$ cat config.mk
export PLATFORM = sky130hd
export DESIGN_NAME = ram_sp_fifo
export DESIGN_NICKNAME = d
export VERILOG_FILES = /design/src/rtl/ram_sp_fifo.sv
export SDC_FILE = /design/constraint.sdc
export NUM_CORES = 1
export LEC_CHECK = 0
export ABC_AREA = 1
export CAP_MARGIN = 20
export CORE_MARGIN = 2
export CORE_UTILIZATION = 45
export DETAILED_ROUTE_END_ITERATION = 6
export GPL_ROUTABILITY_DRIVEN = 0
export HOLD_SLACK_MARGIN = 0.05
export PLACE_DENSITY = 0.76
export SYNTH_ARGS = -nofsm -noshare
export SYNTH_HDL_FRONTEND = slang
export SYNTH_SLANG_ARGS = --single-unit
$ cat constraint.sdc
create_clock -name clk -period 3.45 [get_ports clk]
set_input_delay 0.5175 -clock clk [delete_from_list [all_inputs] [get_ports clk]]
set_output_delay 0.5175 -clock clk [all_outputs]
set_load 0.03 [all_outputs]
$ cat src/rtl/ram_sp_fifo.sv
// ram_sp_fifo: FIFO over an external single-port RAM with a registered output stage.
// Define RAM_SP_FIFO_LEVEL_EN to enable the level output; otherwise level is tied to 0.
module ram_sp_fifo #(
    parameter int DATAWIDTH = 8,
    parameter int ADDRWIDTH = 9
) (
    input  logic                 clk,
    input  logic                 reset,
    input  logic [DATAWIDTH-1:0] in_data,
    input  logic                 in_valid,
    output logic                 in_ready,
    output logic [DATAWIDTH-1:0] out_data,
    output logic                 out_valid,
    input  logic                 out_ready,
    output logic [ADDRWIDTH:0]   level,
    output logic [ADDRWIDTH-1:0] ram_addr,
    output logic                 ram_we,
    output logic [DATAWIDTH-1:0] ram_wr_data,
    input  logic [DATAWIDTH-1:0] ram_rd_data
);
    localparam logic [ADDRWIDTH:0] DEPTH = {1'b1, {ADDRWIDTH{1'b0}}};
    logic [ADDRWIDTH-1:0] r_wr_ptr, r_rd_ptr;
    logic [ADDRWIDTH:0]   r_cnt;
    logic                 r_pri;
    logic [DATAWIDTH-1:0] r_out_data;
    logic                 r_out_valid;
    logic                 w_full, w_empty, w_wr_req, w_fetch_req, w_do_wr, w_do_fetch;
    assign w_full      = r_cnt == DEPTH;
    assign w_empty     = r_cnt == '0;
    assign w_wr_req    = in_valid & !w_full;
    assign w_fetch_req = !w_empty & (!r_out_valid | out_ready);
    // r_pri high means the fetch side wins a simultaneous request
    assign w_do_wr     = w_wr_req & (!w_fetch_req | !r_pri);
    assign w_do_fetch  = w_fetch_req & (!w_wr_req | r_pri);
    assign in_ready    = !w_full & !(w_fetch_req & r_pri);
    assign ram_we      = w_do_wr & !reset;
    assign ram_addr    = w_do_wr ? r_wr_ptr : r_rd_ptr;
    assign ram_wr_data = in_data;
    assign out_data    = r_out_data;
    assign out_valid   = r_out_valid;
    always_ff @(posedge clk or posedge reset) begin
        if (reset) begin
            r_wr_ptr    <= '0;
            r_rd_ptr    <= '0;
            r_cnt       <= '0;
            r_pri       <= 1'b0;
            r_out_data  <= '0;
            r_out_valid <= 1'b0;
        end else begin
            r_wr_ptr <= r_wr_ptr + ADDRWIDTH'(w_do_wr);
            r_rd_ptr <= r_rd_ptr + ADDRWIDTH'(w_do_fetch);
            r_cnt    <= r_cnt + (ADDRWIDTH+1)'(w_do_wr) - (ADDRWIDTH+1)'(w_do_fetch);
            r_pri    <= w_do_wr | (r_pri & !w_do_fetch);
            if (w_do_fetch) begin
                r_out_data  <= ram_rd_data;
                r_out_valid <= 1'b1;
            end else if (out_ready) begin
                r_out_valid <= 1'b0;
            end
        end
    end
`ifdef RAM_SP_FIFO_LEVEL_EN
    assign level = r_cnt + (ADDRWIDTH+1)'(r_out_valid);
`else
    assign level = '0;
`endif
endmodule

Word level (Yosys, flattened, before mapping)
Cells that the tools add are included.
{"block": "totals", "register_bits": 38, "output_inout_bits": 38}
{"block": "classes", "n_addsub": 4, "eq_ne": 1, "muxes": 3, "n_bitwise": 12, "n_reduce_logical": 11}
{"cell": "9-bit by 1-bit adder with 9-bit output", "n": 2}
{"cell": "10-bit by 1-bit adder with 10-bit output", "n": 1}
{"cell": "10-bit equality test, second input constant", "n": 1}
{"cell": "10-bit logical NOT", "n": 1}
{"cell": "10-bit by 1-bit subtractor with 10-bit output", "n": 1}
{"cell": "1-bit logical NOT", "n": 9}
{"cell": "9-bit two-way mux", "n": 1}
{"cell": "1-bit bitwise AND", "n": 8}
{"cell": "1-bit OR", "n": 4}
{"cell": "1-bit two-way mux", "n": 2}
{"cell": "2-bit nonzero test", "n": 1}

Depth between registers and ports, before layout
{"block": "depth", "ltp_word": 9, "depth_mapped": 20}

Worst setup path before layout
Ideal clock, no wire load.
{"block": "synth_path", "path_kind": "register -> register", "startpoint": "register r_cnt[6]", "endpoint": "register r_cnt[8]", "arrival_ns": 2.515, "required_ns": 3.333, "slack_ns": 0.818, "stages_incl_launch_ff": 20, "n_path_buf": 1, "synth_period_minus_slack_ns": 2.632, "path_cell_list": "dfrtp_1 -> inv_1 -> ha_1 -> nand2_1 -> inv_1 -> nand3_2 -> nor2_2 -> nor2_4 -> nand2_4 -> buf_6 -> ha_1 -> inv_1 -> ha_1 -> fa_1 -> a21oi_1 -> o21bai_1 -> nand2_1 -> nand2_1 -> nand2_1 -> nand2_1"}
{"block": "synth_via", "elab_chain_len": 8, "elab_cells_between_ends": 14}
{"element": "start: declaration", "line": "23", "rtl": "logic [ADDRWIDTH:0] r_cnt;"}
{"element": "start signal: assignment", "line": "52", "rtl": "r_cnt <= r_cnt + (ADDRWIDTH+1)'(w_do_wr) - (ADDRWIDTH+1)'(w_do_fetch);"}
{"element": "10-bit logical NOT", "line": "29", "rtl": "assign w_empty = r_cnt == '0;"}
{"element": "1-bit logical NOT", "line": "31", "rtl": "assign w_fetch_req = !w_empty & (!r_out_valid | out_ready);"}
{"element": "1-bit bitwise AND", "line": "31"}
{"element": "1-bit logical NOT", "line": "33", "rtl": "assign w_do_wr = w_wr_req & (!w_fetch_req | !r_pri);"}
{"element": "1-bit OR", "line": "33"}
{"element": "1-bit bitwise AND", "line": "33"}
{"element": "10-bit by 1-bit adder with 10-bit output", "line": "52"}
{"element": "10-bit by 1-bit subtractor with 10-bit output (*)", "line": "52"}
Mark *: on every way between the ends. The rest lies on a longest branch, timed or not.
A chain may end at the register's enable or synchronous reset.

Worst setup path after layout
{"block": "layout_path", "startpoint": "register r_cnt[6]", "endpoint": "register r_cnt[8]"}
{"block": "layout_via", "elab_cells_between_ends": 14}
{"element": "10-bit equality test", "line": "28", "rtl": "assign w_full = r_cnt == DEPTH;"}
{"element": "1-bit logical NOT", "line": "30", "rtl": "assign w_wr_req = in_valid & !w_full;"}
{"element": "1-bit bitwise AND", "line": "30"}
{"element": "1-bit logical NOT", "line": "34", "rtl": "assign w_do_fetch = w_fetch_req & (!w_wr_req | r_pri);"}
{"element": "1-bit OR", "line": "34"}
{"element": "1-bit bitwise AND (*)", "line": "34"}
{"element": "via w_do_fetch", "line": "27", "rtl": "logic w_full, w_empty, w_wr_req, w_fetch_req, w_do_wr, w_do_fetch;"}
{"element": "10-bit by 1-bit subtractor with 10-bit output (*)", "line": "52"}
The timed path passes the listed nets; every way through them passes the cells marked *.

==> summary by stage <==
Clocking
The cell at the root of the clock tree is clkbuf_8. The post-CTS setup buffer count is 0. The clock drives 38 sinks.

The TritonCTS buffer count is 5. The number of H-tree levels is 2. The count of instances resized after the clock tree is built is 0. TritonCTS built the clock tree. The buffer levels on the longest clock path is 2.

Clock latency on the worst-skew pair, taken at its later pin, is between 0.2 and 0.3 ns. The CTS clock-pin slew for the worst setup and hold paths is approximately 0.080 ns. For this design, the CTS-stage hold fixing added 0 buffers.

GRT
The initial antenna violation count came to 0. The busiest metal layer after global routing is met2. The met1 demand-to-capacity share in global routing is 20.35%. Global routing used around 29% of the available met2 tracks. The overall track demand over capacity in global routing is roughly 17%. The first global-routing pass estimated approximately 7.3 mm of wire.

The number of global-route vias before repair is ~1800. The total overflow left after global routing is 0. The met3 track demand over resource in global routing is 4.630%. Entering global routing, the biggest net connects 39 pins.

Layout
Leaving out fill and tap cells, the most frequent cell in the layout is nand2_1. The share of layout cells above drive strength 1 is 6.557%. The count of filler cells inserted in the layout is roughly 500.

After the flow finishes, the layout carries non-filler instances totaling between 300 and 400. In the layout the commonest cells are nand2_1 (72), inv_1 (38), dfrtp_1 (38), nand3_1 (32), clkdlybuf4s50_1 (31). The number of diodes is 0. The multi-input combinational cells in the finished layout cover a total of 1094 sq um. Compared with the post-synthesis result, the final layout area differs by 17.14%. The number of nets in the layout is 344.

The sequential cell area is roughly 950 sq um.

Floorplan
The width of the chip is about 76 microns. The I/O pin total is 58. For this configuration, the core starts out at a cell density of between 40% and 50%. The core region area is a little over 5000 sq um. The die covers 5716 sq um. The die height is roughly 76 microns. The floorplan has 26 rows.

Power and ir drop
The leakage power figure is approximately 1.4 nW. For this design the ratio of total power to cell area is roughly 900 nW/um^2. The peak supply drop is 449.8 uV. After layout, the design draws a total of ~2.4 mW.

Route
In the routed design, unresolved DRC markers number 0. The number of detailed-route iterations in the first pass is 4. After the first detailed-routing iteration, the DRC count stood at 48. The final wirelength is between 4 and 5 mm. The detailed router placed between 1500 and 2000 vias in this run. The detail-routed via count per cell is between 4 and 5. After detailed routing, the average wire length per cell comes to roughly 11 microns. The detail route stage leaves a number of antenna-violating nets equal to 0.

Synthesis
The number of distinct library cells after synthesis is 24. The post-synthesis instance total is between 200 and 300. The part of the Yosys area used for sequential elements is between 40% and 50%. The total standard cell area after synthesis is approximately 2300 sq um. Synthesis inferred 38 register bits. The number of warnings reported in the yosys synthesis log is 0. The mean instance size in the synthesized netlist is around 8.4 sq um.

Timing
Setup repair after global routing left no endpoint under its margin. The hold violation count in the final report is 0. The fmax is 338.7 MHz. The accumulated negative setup slack is 0 ns. The final number of max-transition violations is 0. The shortest period the worst path allows is between 2 and 3 ns. The share of the clock period used by the worst path after layout is a little under nine tenths. Setup violations remaining at the end of the flow were counted as 0. Hold is met by approximately 0.48 ns.

The clock skew after layout is around 0.0052 ns.

Setup path
The nature of the critical path startpoint is a flip-flop. The depth of the worst register-to-register path is 18. The arrival time at the worst endpoint is about 3.2 ns. STA classifies the critical path endpoint as a flip-flop. The startpoint-to-endpoint class of the critical path is reg2reg. Along the worst path, the maximum fanout reaches 10.

For the worst setup path, the data required time is 3.64 ns.

Min path
The worst hold path cell count is 2. The path class of the tightest hold or removal check is reg2reg.

Status
The run finished with clean final reports.

Place
The cell count after placement is between 300 and 400. The HPWL after detailed placement is between 3 and 4 mm. The count of buffers from port buffering is 31.

Run
The tool flagged a number of max-cap violations equal to 0.
[routing by layer]
| layer | part of all wire (%) | wire, microns | vias to the layer above |
|---|---|---|---|
| met5 | 0 | 0 | - |
| met4 | 1.4 | 56 | 0 |
| met3 | 5.4 | 218 | 5 |
| met2 | 49 | 1966 | 42 |
| met1 | 45 | 1809 | 813 |
| li1 | - | - | 888 |
[registers in the layout, indices dropped and copies added (netlist names)]
register / flops
out_data: 8
r_pri: 1
r_rd_ptr: 9
r_cnt: 10
out_valid: 1
r_wr_ptr: 9
[cell type report]
type                    count  area share [%]
repair buffers             34           12.31
clock buffers               6           3.056
well taps                  70           3.241
flip-flops and latches     38           35.19
multi-input cells         187           40.46
inverters                  38           5.278
clock inverters             2          0.4630
[critical path, cell delays in order, from the launching register on]
cell	delay (ns)
dfrtp_1	0.36
inv_1	0.06
ha_1	0.19
nand2_1	0.07
inv_1	0.08
nand4_1	0.11
nand3_2	0.21
nand2_4	0.19
inv_1	0.08
ha_1	0.28
inv_1	0.04
ha_1	0.22
fa_1	0.41
a21oi_1	0.16
o21bai_1	0.13
nand2_1	0.10
nand2_1	0.06
nand2_1	0.06
nand2_1	0.04
[metrics by stage]
step / worst slack [ns] / utilization (%) / cell area [sq um]
global placement: 0.4005 / 51.71 / 2608
detailed placement: 0.3101 / 51.71 / 2608
CTS: 0.4601 / 53.60 / 2703
finish: 0.4972 / 53.60 / 2703
floorplan: 0.8183 / - / 2341
global route: 0.1859 / 53.60 / 2703
[synth_stat cells, drive strengths merged]
master | count | area (sq um)
nand2 | 74 | 292.8
dfrtp | 38 | 950.9
inv | 38 | 142.6
nand3 | 34 | 180.2
buf | 20 | 153.9
ha | 19 | 237.7
nor2 | 17 | 78.83
xor2 | 14 | 122.6
a21oi | 4 | 20.02
nand4 | 4 | 25.02
xnor2 | 3 | 26.28
nor3b | 2 | 20.02
o21bai | 2 | 15.01
a21o | 1 | 7.510
conb | 1 | 3.750
fa | 1 | 20.02
nor3 | 1 | 5.000
o21ai | 1 | 5.000
[logic make-up after synthesis]
family | synth area share, %
compound gates | 2.060
xor+xnor | 6.454
fa+ha+maj | 11.17
buf+inv | 12.85
flops | 41.21
other cells | 0.1625
simple gates | 26.08
[power by group]
| group | leakage, nW | switching (mW) | internal (mW) |
|---|---|---|---|
| combinational | 0.941 | 0.814 | 0.529 |
| clock | 0.0472 | 0.161 | 0.161 |
| sequential | 0.458 | 0.134 | 0.631 |
| total | 1.45 | 1.11 | 1.32 |
[final timing paths]
check / startpoint / endpoint / slack (ns)
worst min-delay path: out_data[2] / out_data[2] / 0.48
min in group asynchronous: reset / r_wr_ptr[4] / 0.67
worst max-delay path: r_cnt[6] / r_cnt[8] / 0.50
worst max register to register: r_cnt[6] / r_cnt[8] / 0.50
worst min register to register: out_data[2] / out_data[2] / 0.48
max in group asynchronous: reset / r_cnt[2] / 2.46
(Power assumes the default switching activity.)
